$ cat src/rtl/rect_plot_engine.sv
// Rectangle fill engine: accepts origin/size/colour commands on a valid/ready port
// and emits one framebuffer pixel per cycle in raster order, optionally frame-paced.
module rect_plot_engine #(
  parameter int XW        = 8,
  parameter int YW        = 7,
  parameter int CW        = 3,
  parameter int TIMER_MAX = 833333,
  parameter int TW        = 20
) (
  input  logic          clk,
  input  logic          reset,
  input  logic          cmd_valid,
  output logic          cmd_ready,
  input  logic [XW-1:0] cmd_x,
  input  logic [YW-1:0] cmd_y,
  input  logic [XW-1:0] cmd_w,
  input  logic [YW-1:0] cmd_h,
  input  logic [CW-1:0] cmd_color,
  input  logic          cmd_wait,
  output logic [XW-1:0] x,
  output logic [YW-1:0] y,
  output logic [CW-1:0] color_draw,
  output logic          plot,
  output logic          busy,
  output logic          done,
  output logic          frame_tick,
  output logic [1:0]    state
);

  // Handshake: a command transfers on a rising edge where cmd_valid & cmd_ready;
  // cmd_ready is high only in IDLE, and the source holds the command until then.
  typedef enum logic [1:0] {
    S_IDLE = 2'd0,
    S_WAIT = 2'd1,
    S_DRAW = 2'd2,
    S_DONE = 2'd3
  } state_t;

  state_t        r_state;
  logic [XW-1:0] r_x0, r_w, r_cx, r_x;
  logic [YW-1:0] r_y0, r_h, r_cy, r_y;
  logic [CW-1:0] r_col, r_color_out;
  logic          r_clip;
  logic [TW-1:0] r_timer;

  logic          w_tick, w_last_col, w_last_row;
  logic [XW-1:0] w_ncx;
  logic [YW-1:0] w_ncy;
  logic [XW:0]   w_sx;
  logic [YW:0]   w_sy;

  assign w_tick     = (r_timer == TW'(TIMER_MAX - 1));
  assign w_last_col = (r_cx == r_w - XW'(1));
  assign w_last_row = (r_cy == r_h - YW'(1));

  // Next raster position and its screen address; the extra bit flags a clip.
  always_comb begin
    w_ncx = w_last_col ? '0 : r_cx + XW'(1);
    w_ncy = w_last_col ? r_cy + YW'(1) : r_cy;
    w_sx  = {1'b0, r_x0} + {1'b0, w_ncx};
    w_sy  = {1'b0, r_y0} + {1'b0, w_ncy};
  end

  always_ff @(posedge clk or posedge reset) begin
    if (reset) begin
      r_timer <= '0;
    end else if (w_tick) begin
      r_timer <= '0;
    end else begin
      r_timer <= r_timer + TW'(1);
    end
  end

  always_ff @(posedge clk or posedge reset) begin
    if (reset) begin
      r_state     <= S_IDLE;
      r_x0        <= '0;
      r_y0        <= '0;
      r_w         <= '0;
      r_h         <= '0;
      r_col       <= '0;
      r_cx        <= '0;
      r_cy        <= '0;
      r_x         <= '0;
      r_y         <= '0;
      r_color_out <= '0;
      r_clip      <= 1'b0;
    end else begin
      case (r_state)
        S_IDLE: begin
          if (cmd_valid) begin
            r_x0  <= cmd_x;
            r_y0  <= cmd_y;
            r_w   <= cmd_w;
            r_h   <= cmd_h;
            r_col <= cmd_color;
            r_cx  <= '0;
            r_cy  <= '0;
            if (cmd_w == '0 || cmd_h == '0) begin
              r_state <= S_DONE;
            end else if (cmd_wait) begin
              r_state <= S_WAIT;
            end else begin
              // First pixel is the origin itself, which can never clip.
              r_state     <= S_DRAW;
              r_x         <= cmd_x;
              r_y         <= cmd_y;
              r_color_out <= cmd_color;
              r_clip      <= 1'b0;
            end
          end
        end
        S_WAIT: begin
          if (w_tick) begin
            r_state     <= S_DRAW;
            r_x         <= r_x0;
            r_y         <= r_y0;
            r_color_out <= r_col;
            r_clip      <= 1'b0;
          end
        end
        S_DRAW: begin
          if (w_last_col && w_last_row) begin
            r_state <= S_DONE;
          end else begin
            r_cx   <= w_ncx;
            r_cy   <= w_ncy;
            r_x    <= w_sx[XW-1:0];
            r_y    <= w_sy[YW-1:0];
            r_clip <= w_sx[XW] | w_sy[YW];
          end
        end
        default: r_state <= S_IDLE;
      endcase
    end
  end

  assign x          = r_x;
  assign y          = r_y;
  assign color_draw = r_color_out;
  assign plot       = (r_state == S_DRAW) && !r_clip;
  assign busy       = (r_state != S_IDLE);
  assign done       = (r_state == S_DONE);
  assign cmd_ready  = (r_state == S_IDLE);
  assign frame_tick = w_tick;
  assign state      = r_state;

endmodule

$ cat config.mk
export PLATFORM = sky130hd
export DESIGN_NAME = rect_plot_engine
export DESIGN_NICKNAME = d
export VERILOG_FILES = /design/src/rtl/rect_plot_engine.sv
export SDC_FILE = /design/constraint.sdc
export NUM_CORES = 1
export LEC_CHECK = 0
export CORE_MARGIN = 3
export CORE_UTILIZATION = 35
export CTS_BUF_LIST = sky130_fd_sc_hd__clkbuf_2
export CTS_CLUSTER_SIZE = 14
export DETAILED_ROUTE_END_ITERATION = 7
export SLEW_MARGIN = 20
export SYNTH_ARGS = -nofsm -noshare
export SYNTH_HDL_FRONTEND = slang
export SYNTH_SLANG_ARGS = --single-unit
$ cat constraint.sdc
create_clock -name clk -period 4.75 [get_ports clk]
set_input_delay 0.7125 -clock clk [delete_from_list [all_inputs] [get_ports clk]]
set_output_delay 0.7125 -clock clk [all_outputs]
set_load 0.1 [all_outputs]
Yosys cells after proc, flatten, opt, wreduce, memory -nomap -nowiden
Index checks and enable logic that the tools add are counted.
{"block": "op_classes", "add_sub_neg": 7, "eq_ne": 12, "muxes": 38, "bitwise": 1, "reduce_logical": 16}
{"operator": "2-to-1 mux 8 bit", "count": 8}
{"operator": "2-to-1 mux 7 bit", "count": 8}
{"operator": "one-hot mux 8 bit (3 select lines)", "count": 1}
{"operator": "one-hot mux 7 bit (3 select lines)", "count": 1}
{"operator": "adder 20 x 1 -> 20 bit (second input constant)", "count": 1}
{"operator": "equality test 20 bit (second input constant)", "count": 1}
{"operator": "2-to-1 mux 20 bit", "count": 1}
{"operator": "one-hot mux 8 bit (2 select lines)", "count": 1}
{"operator": "one-hot mux 7 bit (2 select lines)", "count": 1}
{"operator": "2-to-1 mux 3 bit", "count": 4}
{"operator": "inequality test 2 bit (second input constant)", "count": 6}
{"operator": "2-to-1 mux 2 bit", "count": 5}
{"operator": "adder 8 x 8 -> 9 bit", "count": 1}
{"operator": "adder 7 x 7 -> 8 bit", "count": 1}
{"operator": "adder 8 x 1 -> 8 bit (second input constant)", "count": 1}
{"operator": "equality test 8 bit", "count": 1}
{"operator": "logical NOT 8 bit", "count": 1}
{"operator": "subtractor 8 x 1 -> 8 bit (second input constant)", "count": 1}
{"operator": "adder 7 x 1 -> 7 bit (second input constant)", "count": 1}
{"operator": "equality test 7 bit", "count": 1}
{"operator": "logical NOT 7 bit", "count": 1}
{"operator": "subtractor 7 x 1 -> 7 bit (second input constant)", "count": 1}
{"operator": "one-hot mux 2 bit (3 select lines)", "count": 1}
{"operator": "one-hot mux 3 bit (2 select lines)", "count": 1}
{"operator": "other kinds (15)", "count": 24}
{"block": "totals", "ff_bits": 89, "inputBits": 37, "out_inout_bits": 25, "word_cells": 87}

Longest topological paths before layout
Gate-level depths: netlist (run 1).
{"block": "depth", "ltp_word": 7, "depth_mapped": 19, "ltp_nobuf": 18}

Worst setup path before layout (run 1)
OpenSTA, ideal clock, no wires.
{"block": "synth_timing", "path_type": "reg-to-reg", "start": "register r_w[0]", "end": "register r_clip", "setup_ps": 129, "arrival_ps": 3871, "required_ps": 4621, "slack_ps": 749, "path_stages_with_launch": 19, "path_buffers": 1, "synth_period_minus_slack_ps": 4001, "cell_sequence": "dfrtp_1 > inv_1 > ha_1 > or3b_4 > nor4_2 > o2111ai_2 > a311oi_4 > buf_2 > nand2_1 > xnor2_1 > ha_1 > a21oi_1 > a21boi_0 > o21ai_0 > nand2b_1 > a21o_1 > a211o_1 > a211oi_1 > o41ai_1"}
{"block": "synth_via", "elab_chain_len": 7, "elab_cells_between_ends": 12, "cone_classes": "add/sub (3); eq/ne (2); mux (4); bitwise (1); reduce/logical (2)"}
{"element": "start, declared", "line": "40", "rtl": "logic [XW-1:0] r_x0, r_w, r_cx, r_x;"}
{"element": "start signal, assigned", "line": "94", "rtl": "r_w <= cmd_w;"}
{"element": "subtractor 8 x 1 -> 8 bit (*)", "line": "53", "rtl": "assign w_last_col = (r_cx == r_w - XW'(1));"}
{"element": "equality test 8 bit (*)", "line": "53"}
{"element": "2-to-1 mux 8 bit or 2-to-1 mux 7 bit (tied branches)", "line": "58, 59"}
{"element": "adder 8 x 8 -> 9 bit or adder 7 x 7 -> 8 bit (tied branches)", "line": "60, 61"}
{"element": "bitwise OR 1 bit", "line": "130", "rtl": "r_clip <= w_sx[XW] | w_sy[YW];"}
{"element": "2-to-1 mux 1 bit", "line": "123", "rtl": "if (w_last_col && w_last_row) begin"}
{"element": "one-hot mux 1 bit (3 select lines)", "line": "89", "rtl": "case (r_state)"}
{"element": "end signal, assigned", "line": "130"}
{"element": "end, declared", "line": "43", "rtl": "logic r_clip;"}
Mark *: on every way between the ends. The rest lies on a longest branch, timed or not. The select of a mux whose other input is x is not followed.
A chain may end at the register's enable or synchronous reset.

Final worst setup path (run 1)
Ends and elaborated chain as after synthesis.

==> results.ini, run 1 <==
[finish]
diodes=0
area_delta_synth_final_pct=16.4
layout_commonest_cell=dfrtp_1
layout_common_cells=dfrtp_1 (89), clkdlybuf4s50_1 (59), nor2_1 (52)
fillers=1467
layout-drive-gt1-share=0.116
post-route-util=0.424
num-nets-final=664

[synth]
syn_area_um2=5380
async_flop_share=1.00
synth-seq-cells=89
ys_seq_area_frac=0.414
yosys.cell_types.count=59
syn_avg_cell_area_um2=9.97
syn-num-nets=606
syn_inst=539
synth_edf_count=0
yosysWarnings=0
ys.flop_type=dfrtp_1

[placed_design]
io_buffers=61
post-dp-hpwl_um=9280
gp_congestion=0.859
dp_worst_setup_slack_ns=0.496

[route]
drc=0
wirelength_um=12900
wl_per_cell_um=16.4
antenna_left=0
drt-pass1-iter-count=4
viasPerCell=5.30
num_vias=4158
drt_iter0_drc=182

[clock_network]
clkTransAtPathRegs_ns=0.23
hold_buffers=0
htreeDepth=3
cts_tree=built
worstSkewPairLatency_ns=0.62
cts_resized=0
cts_buffers=9
cts_setup_buffers=0
cts_buffer_depth=2
clkSinkCount=89
root_buffer=clkbuf_2

[global_route]
grt_pass1_vias=4319
grt_overflow=0
grt_antenna_before_repair=0
grt_pass1_wl_um=21600
grt_usage=0.161
grt_max_degree=54

[sta]
tightest_slew_ns=1.03
slew_headroom=0.308
finalCritPeriodShare=0.891
max_freq_mhz=236
rsz0062_at_grt=false
worst_slack_ns=0.520
finalHoldViolations=0
setup_viol=0
fin_crit_ns=4.23
skew_ns=0.0290
totalNegativeSetupSlack_ns=0
final_max_slew_viol_count=0

[job]
drv_cap=0

[die]
io_pins=62
die_w_um=130
die_y_um=130
initial_core_util=0.364
die-area_um2=16900
coreArea_um2=14800
rows=44

[critical_path]
cp.required_ns=5.29
worstSetupStartpointType=flop
crit_type=flop to flop
cp_max_fo=7
arrival_ns=4.77
critPathCaptureType=flop

[power]
leakagePower_nw=2.87
power.density_nw_per_um2=187
ir_drop_uv=165

[status]
status=finished clean

[min_path]
holdCritPathClass=primary input to async pin

[power breakdown]
| group | total [mW] | switching [mW] | internal (mW) |
|---|---|---|---|
| Combinational | 0.0715 | 0.0344 | 0.0370 |
| Sequential | 0.767 | 0.00557 | 0.762 |
| Clock | 0.333 | 0.266 | 0.0669 |
[cell usage after synthesis (3+ instances only)]
cell,instances,area [µm²]
nor2_1,52,195
ha_1,28,350
a21o_1,6,45.0
and3_1,6,37.5
nand4_1,9,56.3
and2_1,4,25.0
mux2i_1,7,70.1
a211o_1,3,26.3
nor3_1,10,50.1
inv_1,23,86.3
clkbuf_1,13,48.8
o41ai_1,3,26.3
a22o_1,8,70.1
o31ai_1,13,97.6
xnor2_1,27,236
xor2_1,26,228
buf_1,4,15.0
o21ai_0,22,110
a21oi_1,10,50.1
dfrtp_1,89,2230
nand3_1,17,85.1
nand4b_1,3,26.3
or3_1,3,18.8
nand2_1,46,173
a31oi_1,3,18.8
buf_2,4,20.0
a221oi_1,9,78.8
mux2_2,36,405
nor4_1,4,25.0
nand2b_1,9,56.3
nor2b_1,6,37.5
[registers in the layout, indices dropped and copies added, names as in the netlist]
name	cells
color_draw	3
r_clip	1
r_col	3
r_cx	8
r_cy	7
r_h	7
r_timer	20
r_w	8
r_x0	8
r_y0	7
state	2
x	8
y	7
[metrics by stage]
stage          hold WS, ns  total power [mW]  instance area, µm²  std cells
3_3_place_gp         0.464             0.852                6180        770
6_report             0.492              1.17                6260        785
3_5_place_dp         0.469             0.853                6180        770
2_1_floorplan        0.444             0.807                5380        539
4_1_cts              0.512              1.19                6260        785
5_1_grt              0.535              1.23                6260        785
[routing by layer]
layer  track usage  vias up  wire length [µm]
li1              -     2036                 -
met1         0.212     2020              5940
met2         0.255       87              6050
met3        0.0479       15               675
met4        0.0562        0               210
met5             0        -                 0
[critical path, stage by stage, from the launching register on]
cell	delay [ns]
dfrtp_1	0.50
inv_1	0.09
ha_1	0.17
or3b_4	0.40
nor4_2	0.17
o2111ai_2	0.16
a311oi_4	0.51
nand2_1	0.14
xnor2_1	0.26
ha_1	0.32
a21oi_1	0.21
a21boi_0	0.15
o21ai_0	0.17
nand2b_1	0.10
a21o_1	0.19
a211o_1	0.31
a211oi_1	0.23
o41ai_1	0.11
[kinds of logic (layout without fill, tap and decap cells)]
family / count (synthesis) / after routing / share of synthesized area
compound gates: 97 / 97 / 0.134
mux: 43 / 43 / 0.0885
fa+ha+maj: 30 / 30 / 0.0726
xor+xnor: 53 / 53 / 0.0864
flops: 89 / 89 / 0.414
buf+inv: 45 / 107 / 0.0331
simple gates: 182 / 182 / 0.171
[final cells by class]
cell class / count / area [µm²] / area share
well taps: 184 / 230 / 0.0368
inverters: 23 / 88.8 / 0.0142
clock inverters: 4 / 21.3 / 0.00340
repair buffers: 69 / 666 / 0.106
flip-flops and latches: 89 / 2230 / 0.356
multi-input cells: 405 / 2970 / 0.475
clock buffers: 11 / 55.1 / 0.00880
[path summary, 6_finish.rpt]
| kind | startpoint | endpoint | slack, ns | depth (start not counted) |
|---|---|---|---|---|
| max | r_w[0] | r_clip | 0.52 | 17 |
| min | reset | r_h[3] | 0.49 | 2 |
| max reg2reg | r_w[0] | r_clip | 0.52 | 17 |
| min reg2reg | x[1] | x[1] | 0.50 | 2 |
| max in group asynchronous | reset | r_col[2] | 3.25 | 3 |
| min in group clk | x[1] | x[1] | 0.50 | 2 |
(Power assumes the default switching activity.)
==> inputs of run 2 (changes only) <==
Settings changed: ABC_AREA set to 1.
==> results.ini, run 2 <==
[sta]
totalNegativeSetupSlack_ns=0  ; unchanged
slew_headroom=0.303  ; was 0.308
final_max_slew_viol_count=0  ; unchanged
tightest_slew_ns=1.04  ; was 1.03 ns
finalHoldViolations=0  ; unchanged
fin_crit_ns=3.94  ; was 4.23 ns
finalCritPeriodShare=0.829  ; was 0.891
skew_ns=0.0359  ; was 0.0290 ns
rsz0062_at_grt=false  ; unchanged
setup_viol=0  ; unchanged
max_freq_mhz=254  ; was 236 MHz
worst_slack_ns=0.814  ; was 0.520 ns

[clock_network]
worstSkewPairLatency_ns=0.60  ; was 0.62 ns
htreeDepth=3  ; unchanged
cts_resized=0  ; unchanged
cts_setup_buffers=0  ; unchanged
root_buffer=clkbuf_2  ; unchanged
cts_buffers=9  ; unchanged
cts_buffer_depth=2  ; unchanged
hold_buffers=0  ; unchanged
cts_tree=built  ; unchanged
clkTransAtPathRegs_ns=0.26  ; was 0.23 ns
clkSinkCount=89  ; unchanged

[synth]
synth_most_common_cell=nand2_1  ; was dfrtp_1
syn_inst=717  ; was 539
ys_seq_area_frac=0.401  ; was 0.414
syn-num-nets=784  ; was 606
syn_avg_cell_area_um2=7.75  ; was 9.97 µm²
synth_common_cells=nand2_1 (156), inv_1 (110), dfrtp_1 (89)  ; was dfrtp_1 (89), nor2_1 (52), nand2_1 (46)
yosysWarnings=0  ; unchanged
syn_area_um2=5560  ; was 5380 µm²
ys.flop_type=dfrtp_1  ; unchanged
yosysTopAreaCellShare=0.401  ; was 0.414
synth_edf_count=0  ; unchanged
yosys.cell_types.count=42  ; was 59
async_flop_share=1.00  ; unchanged
synth-seq-cells=89  ; unchanged
synth_area_leaders=dfrtp_1 (40%), nand2_1 (11%), inv_1 (7.4%), ha_1 (6.3%), nor2_1 (4.2%)  ; was dfrtp_1 (41%), mux2_2 (7.5%), ha_1 (6.5%), xnor2_1 (4.4%), xor2_1 (4.2%)
synth_area_leader_cell=dfrtp_1  ; unchanged

[global_route]
grt_antenna_before_repair=0  ; unchanged
grt_pass1_vias=4504  ; was 4319
grt_overflow=0  ; unchanged
grt_usage=0.157  ; was 0.161
grt_pass1_wl_um=22600  ; was 21600 µm
grt_max_degree=55  ; was 54

[placed_design]
io_buffers=61  ; unchanged
dp_worst_setup_slack_ns=0.831  ; was 0.496 ns
gp_congestion=0.886  ; was 0.859
post-dp-hpwl_um=9800  ; was 9280 µm

[finish]
layout-drive-gt1-share=0.0694  ; was 0.116
layout_common_cells=nand2_1 (155), inv_1 (109), dfrtp_1 (89)  ; was dfrtp_1 (89), clkdlybuf4s50_1 (59), nor2_1 (52)
regMostFlops=r_timer  ; unchanged
largest_reg_flops=20  ; unchanged
layout_commonest_cell=nand2_1  ; was dfrtp_1
num-nets-final=840  ; was 664
area_delta_synth_final_pct=16.4  ; about the same
diodes=0  ; unchanged

[power]
switching_share=0.246  ; was 0.261
total_power_mw=1.22  ; was 1.17 mW
leakagePower_nw=3.28  ; was 2.87 nW
power.density_nw_per_um2=188  ; was 187 nW/µm²
pwr-share-comb=0.055  ; was 0.061
power.internal_mw=0.916  ; was 0.866 mW
clkPwrFrac=0.319  ; was 0.284
switching_power_mw=0.299  ; was 0.306 mW
p_seq_frac=0.626  ; was 0.655
ir_drop_uv=117  ; was 165 µV

[job]
drv_cap=0  ; unchanged

[route]
wirelength_um=13300  ; was 12900 µm
antenna_left=0  ; unchanged
wl_per_cell_um=13.4  ; was 16.4 µm
drt_iter0_drc=261  ; was 182
num_vias=4657  ; was 4158
drc=0  ; unchanged
viasPerCell=4.71  ; was 5.30
drt-pass1-iter-count=5  ; was 4

[die]
die_y_um=132  ; was 130 µm
io_pins=62  ; unchanged
rows=45  ; was 44
coreArea_um2=15400  ; was 14800 µm²
initial_core_util=0.361  ; was 0.364
die-area_um2=17400  ; was 16900 µm²
die_w_um=132  ; was 130 µm

[critical_path]
critPathCaptureType=flop  ; unchanged
cp.required_ns=5.27  ; was 5.29 ns
r2r_slack_ns=0.81  ; was 0.52 ns
arrival_ns=4.46  ; was 4.77 ns
crit_type=flop to flop  ; unchanged
worstSetupStartpointType=flop  ; unchanged
cp_max_fo=16  ; was 7

[min_path]
holdCritPathClass=primary input to async pin  ; unchanged

[status]
status=finished clean  ; unchanged

## run 2: changes by cell type after synthesis, sizes merged, moves of 12 or more
cell   delta
o21ai    +21
inv      +90
nor2     +12
o22ai    +14
nand3    +24
mux2     -22
nand2   +113
a21oi    +33
xnor2    -22
## run 2: logic make-up (layout without fill, tap and decap cells)
group,count (synthesis),after routing,share of synthesized area
adder cells (fa/ha/maj),30,30,0.0703
flip-flops,89,89,0.401
multiplexers,14,14,0.0284
buffers and inverters,131,192,0.0917
AND/OR/NAND/NOR,304,304,0.237
AO/OA/AOI/OAI,119,119,0.124
XOR/XNOR,30,30,0.0473
## run 2: worst max-delay path: stages, from the launching register on
cell and delay, ns:
dfrtp_1 0.44, inv_1 0.15, ha_1 0.23, nand2_1 0.07, nor2_1 0.20, nand2_1 0.11
nand2_1 0.07, nand3_1 0.06, nand2_1 0.07, nand3_1 0.41, nor4_1 0.49, xor2_1 0.24
inv_1 0.07, ha_1 0.30, a21oi_1 0.19, nor2_1 0.08, nor2_1 0.09, nor2_1 0.04
nor2_1 0.11, xor2_1 0.07, o21ai_0 0.16, o21ai_0 0.11, o21ai_1 0.15
## run 2: final timing paths
check | start | end | cells after the start
max reg2reg | r_w[0] | y[6] | 22
min reg2reg | r_timer[0] | r_timer[0] | 1
min in group clk | r_timer[0] | r_timer[0] | 1
min | reset | x[4] | 2
max in group asynchronous | reset | r_h[2] | 3
max | r_w[0] | y[6] | 22
## run 2: area by class of cell
type,count,area (µm²)
Clock buffer,12,60.1
Clock inverter,4,43.8
Fill cell,1595,8910
Inverter,113,425
Multi-Input combinational cell,497,2820
Sequential cell,89,2230
Tap cell,211,264
Timing Repair Buffer,63,623
## run 2: metal layers
layer,part of all wire,vias up,GRT usage
met5,0,-,0
met4,0.014,0,0.0414
met2,0.43,73,0.235
li1,-,2441,-
met1,0.52,2128,0.225
met3,0.039,15,0.0427
## run 2: power by group through the flow
stage	Clock [mW]	Sequential [mW]	Combinational, mW
3_5_place_dp	0	0.774	0.0681
4_1_cts	0.408	0.761	0.0686
5_1_grt	0.432	0.762	0.0729
6_report	0.387	0.761	0.0668
3_3_place_gp	0	0.774	0.0683
2_1_floorplan	0	0.784	0.0146
## run 2: per-stage QoR
| stage | util | hold slack, ns | cells | cell area (µm²) |
|---|---|---|---|---|
| after floorplan | - | 0.432 | 717 | 5560 |
| after global placement | 0.414 | 0.460 | 973 | 6360 |
| after detailed placement | 0.414 | 0.468 | 973 | 6360 |
| after CTS | 0.421 | 0.421 | 989 | 6460 |
| after global routing | 0.421 | 0.426 | 989 | 6460 |
| final | 0.421 | 0.459 | 989 | 6460 |
==> inputs of run 3 (changes only) <==
Clock period 4.75 ns to 3.68 ns, I/O delays scaled along.
==> results.ini, run 3 (synthesis results as in run 2) <==
[finish]
post-route-util=0.423  ; was 0.421
largest_reg_flops=20  ; unchanged
final_area_um2=6500  ; was 6460 µm²
final_cells=993  ; was 989
layout_common_cells=nand2_1 (155), inv_1 (109), dfrtp_1 (89)  ; unchanged
area_delta_synth_final_pct=17.1  ; was 16.4%
num-nets-final=845  ; was 840
fillers=1573  ; was 1595
layout_commonest_cell=nand2_1  ; unchanged
layout-drive-gt1-share=0.0896  ; was 0.0694
regMostFlops=r_timer  ; unchanged

[sta]
fin_crit_ns=3.33  ; was 3.94 ns
final_max_slew_viol_count=0  ; unchanged
max_freq_mhz=300  ; was 254 MHz
tightest_slew_ns=1.00  ; was 1.04 ns
skew_ns=0.0295  ; was 0.0359 ns
finalCritPeriodShare=0.906  ; was 0.829
finalHoldViolations=0  ; unchanged
slew_headroom=0.329  ; was 0.303
rsz0062_at_grt=true  ; was false
worst_slack_ns=0.346  ; was 0.814 ns
setup_viol=0  ; unchanged

[global_route]
grt_pass1_vias=4543  ; was 4504
grt_overflow=0  ; unchanged
grt_pass1_wl_um=22300  ; was 22600 µm
grt_usage=0.156  ; was 0.157
grt_max_degree=52  ; was 55
grt_antenna_before_repair=1  ; was 0

[route]
antenna_left=0  ; unchanged
drt_iter0_drc=253  ; was 261
drc=0  ; unchanged
drt-pass1-iter-count=4  ; was 5
num_vias=4703  ; was 4657
viasPerCell=4.74  ; was 4.71
wl_per_cell_um=13.4  ; about the same
wirelength_um=13300  ; about the same

[clock_network]
root_buffer=clkbuf_2  ; unchanged
clkTransAtPathRegs_ns=0.24  ; was 0.26 ns
clkSinkCount=89  ; unchanged
cts_buffer_depth=2  ; unchanged
cts_tree=built  ; unchanged
worstSkewPairLatency_ns=0.57  ; was 0.60 ns
hold_buffers=0  ; unchanged
cts_buffers=9  ; unchanged
htreeDepth=3  ; unchanged

[status]
status=finished clean  ; unchanged

[placed_design]
post-dp-hpwl_um=9830  ; was 9800 µm
dp.cells=977  ; was 973
post_dp_cell_area_um2=6380  ; was 6360 µm²
gp_congestion=0.846  ; was 0.886
dp_worst_setup_slack_ns=0.0741  ; was 0.831 ns
io_buffers=61  ; unchanged

[power]
leakagePower_nw=3.29  ; was 3.28 nW
power.density_nw_per_um2=227  ; was 188 nW/µm²
ir_drop_uv=107  ; was 117 µV
total_power_mw=1.48  ; was 1.22 mW

[critical_path]
cp_max_fo=8  ; was 16
r2r_slack_ns=0.35  ; was 0.81 ns
cpMostUsedCell=nor2_1  ; unchanged
cp.required_ns=4.19  ; was 5.27 ns
reg2regPathDepth=22  ; unchanged
worstSetupStartpointType=flop  ; unchanged
cp.depth=22  ; unchanged
crit_path_top_delay_cell=dfrtp_1  ; was nor4_1
crit_family=simple AND/OR/NAND/NOR gates  ; unchanged
path_cells=inv_1 -> ha_2 -> inv_1 -> nand2_1 -> nand2_1 -> nor2_1 -> nand3_1 -> nor2_2 -> nand3_4 -> nor4_2 -> xor2_1 -> inv_1 -> ha_1 -> a21oi_2 -> nor2_2 -> nor2_1 -> nor2_1 -> nor2_1 -> xor2_1 -> o21ai_1 -> o21ai_0 -> o21ai_1  ; was inv_1 -> ha_1 -> nand2_1 -> nor2_1 -> nand2_1 -> nand2_1 -> nand3_1 -> nand2_1 -> nand3_1 -> nor4_1 -> xor2_1 -> inv_1 -> ha_1 -> a21oi_1 -> nor2_1 -> nor2_1 -> nor2_1 -> nor2_1 -> xor2_1 -> o21ai_0 -> o21ai_0 -> o21ai_1
crit_type=flop to flop  ; unchanged
critPathMaxStageDelay_ns=0.42  ; was 0.49 ns
arrival_ns=3.84  ; was 4.46 ns
worstPathBufferInverterCount=3  ; was 2
critPathCaptureType=flop  ; unchanged

[die]
rows=45  ; unchanged
coreArea_um2=15400  ; unchanged
io_pins=62  ; unchanged
die_w_um=132  ; unchanged
die_y_um=132  ; unchanged
die-area_um2=17400  ; unchanged
initial_core_util=0.361  ; unchanged

[min_path]
holdCritPathClass=primary input to async pin  ; unchanged

[job]
drv_cap=0  ; unchanged

## run 3: changes by cell type in the layout (fill, tap and decap cells not counted), moves of 3 or more
cell / previous run / this run
buf_4: 3 / 12
clkdlybuf4s50_1: 60 / 56
nor2_1: 62 / 58
nor2_2: 1 / 5
o21ai_0: 36 / 33
o21ai_1: 2 / 5
## run 3: what timing repair did
action,in CTS,in global routing
endpoints found under the setup margin,0,11
setup buffers,0,1
resized for setup,0,13
## run 3: metal layers
layer	up-vias	share of wire	GRT usage
met2	79	0.45	0.239
met3	10	0.028	0.0218
li1	2452	-	-
met4	0	0.010	0.0525
met5	-	0	0
met1	2162	0.51	0.226
## run 3: path summary, 6_finish.rpt
path | start | endpoint
setup / recovery | r_w[1] | y[6]
hold / removal | reset | r_timer[9]
setup reg to reg | r_w[1] | y[6]
hold reg to reg | r_timer[0] | r_timer[0]
max in group asynchronous | reset | r_h[2]
min in group clk | r_timer[0] | r_timer[0]
## run 3: stage by stage
stage          hold slack, ns  setup TNS, ns
2_1_floorplan           0.432              0
3_3_place_gp            0.447              0
3_5_place_dp            0.453              0
4_1_cts                 0.376              0
5_1_grt                 0.427         -0.138
6_report                0.413              0
## run 3: power breakdown
part           internal, mW  total, mW  switching, mW
registers             0.981      0.982       0.000853
logic                0.0404     0.0868         0.0464
clock network        0.0862      0.408          0.322
total                  1.11       1.48          0.369
## run 3: cell type report
| class | count | area [µm²] | share of cell area |
|---|---|---|---|
| antenna | 1 | 2.50 | 0.000385 |
| clock buffer | 12 | 60.1 | 0.00923 |
| clock inverter | 2 | 7.51 | 0.00115 |
| inverter | 113 | 425 | 0.0654 |
| multi-input combinational | 497 | 2870 | 0.441 |
| sequential | 89 | 2230 | 0.342 |
| tap | 211 | 264 | 0.0406 |
| timing repair buffer | 68 | 651 | 0.100 |
